## src/rtl/ex_men_skid.sv

```systemverilog
// EX -> MEN pipeline register with a one-entry skid buffer.
// The main register drives the MEN side; the skid register catches the one
// entry that arrives in the cycle downstream stalls, so in_ready is a pure
// register output and never depends combinationally on out_ready.
module ex_men_skid #(
    parameter int DATA_W    = 32,
    parameter int ADDR_W    = 5,
    parameter int OP_W      = 8,
    parameter int CNT_W     = 16,
    parameter int ZERO_KILL = 1
) (
    input  logic              clk,
    input  logic              rst,
    input  logic              flush,
    input  logic              in_valid,
    output logic              in_ready,
    input  logic [DATA_W-1:0] in_w_reg_data,
    input  logic [DATA_W-1:0] in_inst_addr,
    input  logic [DATA_W-1:0] in_data_use,
    input  logic [ADDR_W-1:0] in_w_reg_addr,
    input  logic              in_wd,
    input  logic [OP_W-1:0]   in_aluop,
    output logic              out_valid,
    input  logic              out_ready,
    output logic [DATA_W-1:0] out_w_reg_data,
    output logic [DATA_W-1:0] out_inst_addr,
    output logic [DATA_W-1:0] out_data_use,
    output logic [ADDR_W-1:0] out_w_reg_addr,
    output logic              out_wd,
    output logic [OP_W-1:0]   out_aluop,
    output logic [CNT_W-1:0]  stall_cnt
);

    // Payload packed as {w_reg_data, inst_addr, data_use, w_reg_addr, wd, aluop}
    localparam int PW = 3 * DATA_W + ADDR_W + 1 + OP_W;

    logic [PW-1:0]    in_pld;
    logic [PW-1:0]    main_pld_reg, main_pld_next;
    logic [PW-1:0]    skid_pld_reg, skid_pld_next;
    logic             main_valid_reg, main_valid_next;
    logic             skid_valid_reg, skid_valid_next;
    logic [CNT_W-1:0] stall_cnt_reg, stall_cnt_next;
    logic             in_wd_cap;
    logic             main_wd;
    logic             accept;
    logic             consume;

    // A write to register 0 is meaningless, so optionally drop its enable on capture
    generate
        if (ZERO_KILL != 0) begin : g_zero_kill
            assign in_wd_cap = in_wd & (|in_w_reg_addr);
        end else begin : g_no_zero_kill
            assign in_wd_cap = in_wd;
        end
    endgenerate

    assign in_pld = {in_w_reg_data, in_inst_addr, in_data_use,
                     in_w_reg_addr, in_wd_cap, in_aluop};

    // Ready whenever the skid slot is free; held low while in reset
    assign in_ready  = rst & ~skid_valid_reg;
    assign out_valid = main_valid_reg;
    assign accept    = in_valid & in_ready;
    assign consume   = main_valid_reg & out_ready;

    assign {out_w_reg_data, out_inst_addr, out_data_use,
            out_w_reg_addr, main_wd, out_aluop} = main_pld_reg;
    assign out_wd    = main_wd & main_valid_reg;
    assign stall_cnt = stall_cnt_reg;

    // Next-state for the two slots and the saturating stall counter
    always_comb begin
        main_pld_next   = main_pld_reg;
        skid_pld_next   = skid_pld_reg;
        main_valid_next = main_valid_reg;
        skid_valid_next = skid_valid_reg;
        stall_cnt_next  = stall_cnt_reg;

        if (main_valid_reg && !out_ready && !(&stall_cnt_reg)) begin
            stall_cnt_next = stall_cnt_reg + {{(CNT_W-1){1'b0}}, 1'b1};
        end

        if (flush) begin
            // Flush wins over handshakes; payload may stay stale
            main_valid_next = 1'b0;
            skid_valid_next = 1'b0;
        end else if (!main_valid_reg) begin
            // EMPTY
            if (accept) begin
                main_pld_next   = in_pld;
                main_valid_next = 1'b1;
            end
        end else if (!skid_valid_reg) begin
            // ONE
            if (accept && consume) begin
                main_pld_next = in_pld;
            end else if (accept) begin
                skid_pld_next   = in_pld;
                skid_valid_next = 1'b1;
            end else if (consume) begin
                main_valid_next = 1'b0;
            end
        end else begin
            // TWO: nothing accepted, skid slides forward on consume
            if (consume) begin
                main_pld_next   = skid_pld_reg;
                skid_valid_next = 1'b0;
            end
        end
    end

    // State registers with synchronous active-low reset
    always_ff @(posedge clk) begin
        if (!rst) begin
            main_pld_reg   <= '0;
            skid_pld_reg   <= '0;
            main_valid_reg <= 1'b0;
            skid_valid_reg <= 1'b0;
            stall_cnt_reg  <= '0;
        end else begin
            main_pld_reg   <= main_pld_next;
            skid_pld_reg   <= skid_pld_next;
            main_valid_reg <= main_valid_next;
            skid_valid_reg <= skid_valid_next;
            stall_cnt_reg  <= stall_cnt_next;
        end
    end

endmodule

```

## config.mk

```make
export PLATFORM = sky130hd
export DESIGN_NAME = ex_men_skid
export DESIGN_NICKNAME = d
export VERILOG_FILES = /design/src/rtl/ex_men_skid.sv
export SDC_FILE = /design/constraint.sdc
export NUM_CORES = 1
export LEC_CHECK = 0
export CORE_UTILIZATION = 35
export CTS_CLUSTER_SIZE = 40
export DETAILED_ROUTE_END_ITERATION = 8
export PLACE_DENSITY = 0.64
export SYNTH_ARGS = -nofsm -noshare
export SYNTH_HDL_FRONTEND = slang
export SYNTH_SLANG_ARGS = --single-unit
```

## constraint.sdc

```tcl
create_clock -name clk -period 2.6 [get_ports clk]
set_clock_uncertainty 0.2 [all_clocks]
set_input_delay 0.26 -clock clk [delete_from_list [all_inputs] [get_ports clk]]
set_output_delay 0.26 -clock clk [all_outputs]
set_load 0.005 [all_outputs]
```

### Word-level counts from Yosys, hierarchy flattened

Index checks and enable logic that the tools add are counted.

* add/sub/neg operators: 1
* eq/ne operators: 2
* multiplexer cells: 13
* bitwise gates (word level): 9
* reduce and logical (&&, ||, !) cells: 11

Operators by type and width (count)
* 110-bit 2-to-1 mux: 5
* 16-bit by 1-bit adder with 16-bit output, second input constant: 1
* 16-bit AND reduction: 1
* 1-bit 2-to-1 mux: 8
* 1-bit AND: 5
* 5-bit AND reduction: 1
* 5-bit OR reduction: 1
* 1-bit inverter: 4
* 4-bit AND reduction: 1
* 1-bit logical AND: 3
* 3-bit by 1-bit != test with 1-bit output, second input constant: 1
* 3-bit by 2-bit != test with 1-bit output, second input constant: 1
* 1-bit logical NOT: 2
* 2-bit nonzero test: 1
* 2-bit OR reduction: 1

* bits in registers: 238
* input port bits: 115
* output and inout bits: 128

### Logic depth before layout (Yosys ltp)

Gate-level depths: netlist (run 1).

* word-level depth: 7
* gate-level depth with buffers: 8
* mapped depth without buffers: 5

### Least setup slack after synthesis (run 1)

Ideal clock, no wire load.

* kind: reg-to-reg
* start point: register stall_cnt_reg[0] (netlist: stall_cnt[0])
* end point: register stall_cnt_reg[10] (netlist: stall_cnt[10])
* arrival: 1.839 ns
* required time: 2.330 ns
* slack: 0.490 ns
* stages on the path, launching flop included: 7
* buffers on the path: 1
* clock period less this slack: 2.110 ns
* path through: dfxtp_1 -> ha_1 -> nand2_1 -> or4_1 -> buf_2 -> or4_1 -> a21oi_1

* cells in the longest elaborated chain, start to end: 3

RTL lines
* start, declared: RTL line 42 `logic [CNT_W-1:0] stall_cnt_reg, stall_cnt_next;`
* start signal, assigned: RTL line 125 `stall_cnt_reg <= stall_cnt_next;`
* parallel branches: the longest is 3 deep, another holds 16-bit by 1-bit adder with 16-bit output

Parallel ways; which one is timed is not known.
A chain may end at the register's enable or synchronous reset.

### Worst setup path in the final report (run 1)

* start point: register main_valid_reg (netlist: out_valid)
* end point: output out_wd

* cells in the longest elaborated chain, start to end: 1

RTL lines
* start, declared: RTL line 40 `logic main_valid_reg, main_valid_next;`
* start signal, assigned: RTL line 123 `main_valid_reg <= main_valid_next;`
* 1-bit AND: RTL line 68 `assign out_wd = main_wd & main_valid_reg;`
* end, declared: RTL line 29 `output logic out_wd,`

Every way passes these cells.

==> results of run 1 <==
cell families (layout without fill, tap and decap cells):
family / Yosys count / in the layout / share of synthesized area
AOI/OAI and AO/OA: 258 / 258 / 0.169
adders and majority gates: 1 / 1 / 0.00121
buffers and inverters: 231 / 321 / 0.126
DFF: 238 / 238 / 0.460
muxes: 1 / 1 / 0.000967
other: 0 / 1 / 0
and+or+nand+nor: 599 / 599 / 0.243
power breakdown:
part	leakage, nW	internal [mW]	switching [mW]	total, mW
sequential	1.93	3.75	0.0628	3.81
clock	0.422	2.23	1.47	3.70
combinational	2.07	0.428	0.343	0.771
worst min-delay path by stage:
stage                     start          endpoint  slack [ps]  cells after the start
5_1_grt         in_inst_addr[3]  skid_pld_reg[49]         110                      3
2_1_floorplan         out_ready    skid_valid_reg         160                      1
3_3_place_gp   skid_pld_reg[42]  skid_pld_reg[42]         240                      2
6_report        in_data_use[14]  skid_pld_reg[28]         110                      3
4_1_cts         in_data_use[14]  skid_pld_reg[28]          90                      3
3_5_place_dp   skid_pld_reg[13]  skid_pld_reg[13]         250                      2
stage by stage:
| stage | power, mW | util |
|---|---|---|
| after floorplan | 4.29 | - |
| after CTS | 8.39 | 0.456 |
| after detailed placement | 4.67 | 0.427 |
| after global placement | 4.66 | 0.427 |
| final | 8.29 | 0.456 |
| after global routing | 8.61 | 0.456 |
worst max-delay path, stage by stage (launching register included):
cell,delay [ps]
dfxtp_4,470
buf_4,340
and2_1,170
clkdlybuf4s50_1,570
cell type report:
type	instances	area [sq um]
Antenna cell	1	2.50
Tap cell	384	480
Fill cell	2820	15700
Clock buffer	40	774
Timing Repair Buffer	268	2760
Multi-Input combinational cell	859	4310
Clock inverter	6	80.1
Sequential cell	238	4770
Inverter	7	31.3
layer usage:
layer,vias up,global-route usage
met4,0,0.0424
met5,-,0
met3,35,0.0400
met1,4254,0.229
met2,251,0.296
li1,4600,-
placed cells by master (no fill, tap or decap), types with 3 or more instances in the layout:
| cell | instances |
|---|---|
| clkbuf_16 | 27 |
| o21ai_0 | 9 |
| a21oi_1 | 123 |
| o31ai_1 | 5 |
| nand3_1 | 116 |
| o211ai_1 | 3 |
| a311oi_1 | 109 |
| nand2_1 | 334 |
| nor4_1 | 3 |
| clkbuf_1 | 8 |
| or3_1 | 6 |
| or4_1 | 5 |
| clkinv_2 | 4 |
| clkbuf_8 | 5 |
| buf_12 | 11 |
| clkdlybuf4s50_1 | 242 |
| dfxtp_1 | 236 |
| nand4_1 | 4 |
| nor2_1 | 111 |
| buf_4 | 15 |
| nand2b_1 | 5 |
| inv_1 | 6 |
what timing repair did:
item | CTS | global route
resized for setup | 0 | 0
hold buffers | 0 | 0
endpoints found under the setup margin | 0 | 2
==> results_dict.tcl, run 1 <==
set metrics [dict create \
    place_congestion 0.789 \
    route.detailed.drc 0 \
    tightest_slew_ps 797 \
    post-place-ws_ps 221 \
    dieArea_sq_um 30300 \
    cts_buffers 26 \
    setup_viol 0 \
    cts_tree "done" \
    drt_iter0_drc 725 \
    syn_to_final_growth_pct 27.6 \
    async_flop_share 0 \
    antenna_left 0 \
    hold_path_class "in -> reg" \
    h-tree-depth 1 \
    clk_latency_ps 530 \
    synth_cells 1328 \
    ys_ff_latch 238 \
    clk_pin_slew_ps 60 \
    grt_pass1_wl_um 44200 \
    final_cells 1803 \
    met2_length_um 13300 \
    finalHoldViolCount 0 \
    routed_via_density 5.07 \
    firstDrtPassIters 5 \
    timing.final.crit_share 0.971 \
    drive_gt1_frac 0.0522 \
    timing.rr.start "stall_cnt[0]" \
    cellPowerDensity_nw_per_um2 627 \
    worstRegToRegCells 5 \
    synth_commonest_cells "nand2_1, dfxtp_1, a21oi_1" \
    die_w_um 174 \
    clkSinkCount 238 \
    critPathRequiredTime_ps 2140 \
    avgSynthCellArea_sq_um 7.79 \
    relSlewSlack 0.469 \
    syn-num-nets 1444 \
    top_layer "met4" \
    die_h_um 174 \
    synthTopCellsByArea "dfxtp_1, nand2_1, a311oi_1, buf_4, a21oi_1" \
    vias 9140 \
    antenna_found_initial 0 \
    ys_warn_count 0 \
    endpoint "out_wd" \
    critPathCaptureType "output port" \
    wl_met1_um 12400 \
    status "finished clean" \
    hpwl_um 16200 \
    io_pins 243 \
    rows 62 \
    clock.fmax_mhz 396 \
    yosys.cell_types.count 38 \
    finalNetCount 1516 \
    crit_path_start "out_valid" \
    clk_path_buf_depth 3 \
    ctsRootBufferMaster "clkbuf_16" \
    dp_cells 1756 \
    layout_min_cycle_time_ps 2530 \
    placed_area_sq_um 12400 \
    synth_edf_count 0 \
    peakVddDrop_mv 0.533 \
    grt_start_max_net_pins 152 \
    ys.flop_type "dfxtp_1" \
    wl_met3_um 1780 \
    grt_remaining_overflow 0 \
    setup_ws_ps 74.3 \
    crit_arrival_ps 2070 \
    p_leak_nw 4.43 \
    hold_ws_ps 106 \
    ff2ff_setup_slack_ps 380 \
    ys_seq_area_frac 0.460 \
    max_cap_violations 0 \
    criticalPathCategory "reg -> out" \
    cp_max_fo 24 \
    grt_util_all_layers 0.177 \
    slew_viol_final 0 \
    synth.cell_area_sq_um 10400 \
    rsz0062_at_grt "true" \
    yosysMostFrequentCell "nand2_1" \
    grt_pass1_vias 8282 \
    wl_per_cell_um 15.6 \
    portBuffers 242 \
    synth_top_cell_by_area "dfxtp_1" \
    yosys.area.top_type_share 0.460 \
    drt_wl_total_um 28100 \
    setup_tns_ps 0 \
    fin_area_sq_um 13200 \
    fp.coreArea_sq_um 28900 \
    cts_setup_buffers 0 \
    start_kind "flip-flop" \
    rr_endpoint "stall_cnt[10]" \
    start_util 0.358 \
]
No activity file was read; power rests on OpenSTA's default activity.
==> inputs of run 2 (changes only) <==
- CORE_ASPECT_RATIO: default -> 0.9
==> run 2 against run 1 <==
  * Utilization rose by 0.091 points
  * Critical endpoint unchanged
  * Highest routed layer unchanged
  * Global-route usage rose by 0.23 points
  * Fmax increased by 3.2%
  * Final cell count increased by 0.72%
  * Die area is essentially flat
  * Cell area is 0.46% higher
==> results_dict.tcl, run 2 (synthesized netlist as in run 1, its figures left out) <==
set metrics [dict create \
    clk_pin_slew_ps 60 \
    hold_path_class "in -> reg" \
    setup_viol 0 \
    ff2ff_setup_slack_ps 400 \
    hold_ws_ps 110 \
    timing.final.crit_share 0.941 \
    cellPowerDensity_nw_per_um2 618 \
    worst-path-buf-inv 2 \
    crit_chain "buf_6, and2_1, clkdlybuf4s50_1" \
    cts_hold_buf 0 \
    rows 59 \
    timing.rr.start "stall_cnt[0]" \
    place_congestion 0.823 \
    clkSinkCount 238 \
    setup_tns_ps 0 \
    p_leak_nw 4.45 \
    placed_area_sq_um 12400 \
    drive_gt1_frac 0.0550 \
    fin_area_sq_um 13300 \
    die_h_um 165 \
    cts_buffers 27 \
    grt_remaining_overflow 0 \
    critPathRequiredTime_ps 2140 \
    final_cells 1816 \
    clock.fmax_mhz 409 \
    criticalPathCategory "reg -> out" \
    clk_path_buf_depth 3 \
    endpoint "out_wd" \
    peakVddDrop_mv 0.416 \
    antenna_found_initial 1 \
    clk_latency_ps 520 \
    crit_arrival_ps 1990 \
    critPathCaptureType "output port" \
    portBuffers 242 \
    cts_tree "done" \
    worstRegToRegCells 6 \
    rsz0062_at_grt "false" \
    hpwl_um 16600 \
    fin_util 0.457 \
    slew_viol_final 0 \
    rr_endpoint "stall_cnt[8]" \
    antenna_left 0 \
    cp.depth 3 \
    crit_path_start "out_valid" \
    finalNetCount 1517 \
    cp_max_fo 26 \
    status "finished clean" \
    drt_wl_total_um 28100 \
    grt_pass1_wl_um 44400 \
    ctsRootBufferMaster "clkbuf_16" \
    grt_start_max_net_pins 117 \
    layout_min_cycle_time_ps 2450 \
    final_cell_mix "nand2_1, clkdlybuf4s50_1, dfxtp_1, a21oi_1, nand3_1" \
    grt_pass1_vias 8273 \
    io_pins 243 \
    vias 9183 \
    max_cap_violations 0 \
    tightest_slew_ps 672 \
    critPathTopFamily "buffers and inverters" \
    wl_per_cell_um 15.5 \
    h-tree-depth 1 \
    syn_to_final_growth_pct 28.2 \
    firstDrtPassIters 5 \
    grt_util_all_layers 0.179 \
    finalHoldViolCount 0 \
    final_common_cell "nand2_1" \
    start_util 0.357 \
    route.detailed.drc 0 \
    routed_via_density 5.06 \
    cp_slowest_stage_delay_ps 560 \
    die_w_um 183 \
    drt_iter0_drc 655 \
    fp.coreArea_sq_um 29000 \
    cp_slowest_cell "clkdlybuf4s50_1" \
    dieArea_sq_um 30300 \
    relSlewSlack 0.552 \
    dp_cells 1768 \
    start_kind "flip-flop" \
]
==> run 2: changes by cell type in the layout (fill, tap and decap cells not counted), sizes merged <==
cell    change
bufinv      -2
clkinv      +1
inv         +2
==> run 2: power by group <==
group | internal (mW) | total [mW] | switching (mW)
logic | 0.429 | 0.775 | 0.345
registers | 3.75 | 3.81 | 0.0644
clock network | 2.13 | 3.62 | 1.49
==> run 2: final cells by class <==
type / instances / area [sq um]
diodes: 1 / 2.50
clock buffers: 40 / 805
clock inverters: 7 / 42.5
repair buffers: 268 / 2810
well taps: 396 / 495
multi-input cells: 859 / 4310
inverters: 7 / 31.3
flip-flops and latches: 238 / 4770
fillers: 2809 / 15700
==> run 2: what timing repair did <==
action,CTS,global route
endpoints found under the setup margin,0,1
hold endpoints to repair,0,0
resized for setup,0,1
setup buffers,0,0
==> run 2: worst min-delay path by stage <==
stage	from	end	slack, ps	cells after the start
5_1_grt	in_data_use[22]	skid_pld_reg[36]	110	3
3_5_place_dp	skid_pld_reg[38]	skid_pld_reg[38]	250	2
3_3_place_gp	skid_pld_reg[52]	skid_pld_reg[52]	240	2
2_1_floorplan	out_ready	skid_valid_reg	160	1
6_report	in_data_use[14]	skid_pld_reg[28]	110	3
4_1_cts	in_data_use[16]	skid_pld_reg[30]	90	3
==> run 2: routing by layer <==
| metal | vias up | part of all wire | global-route usage | wire length, um |
|---|---|---|---|---|
| met3 | 31 | 0.076 | 0.0454 | 2130 |
| met4 | 0 | 0.019 | 0.0458 | 540 |
| met5 | - | 0 | 0 | 0 |
| li1 | 4613 | - | - | - |
| met2 | 261 | 0.44 | 0.281 | 12400 |
| met1 | 4278 | 0.46 | 0.244 | 13000 |
==> run 2: metrics by stage <==
step           power [mW]  setup WS [ps]
6_report             8.21            153
5_1_grt              8.56           53.4
4_1_cts              8.32           2.83
3_5_place_dp         4.67            193
3_3_place_gp         4.67            232
2_1_floorplan        4.29            490
==> run 2: tightest hold or removal path, cell delays in order <==
cell,delay [ps]
clkdlybuf4s50_1,410
nand2_1,60
a21oi_1,50
==> inputs of run 3 (changes only) <==
- CORE_MARGIN: default -> 1
==> results of run 3 <==
The final DEF is identical to that of run 2; final timing and power are the same.
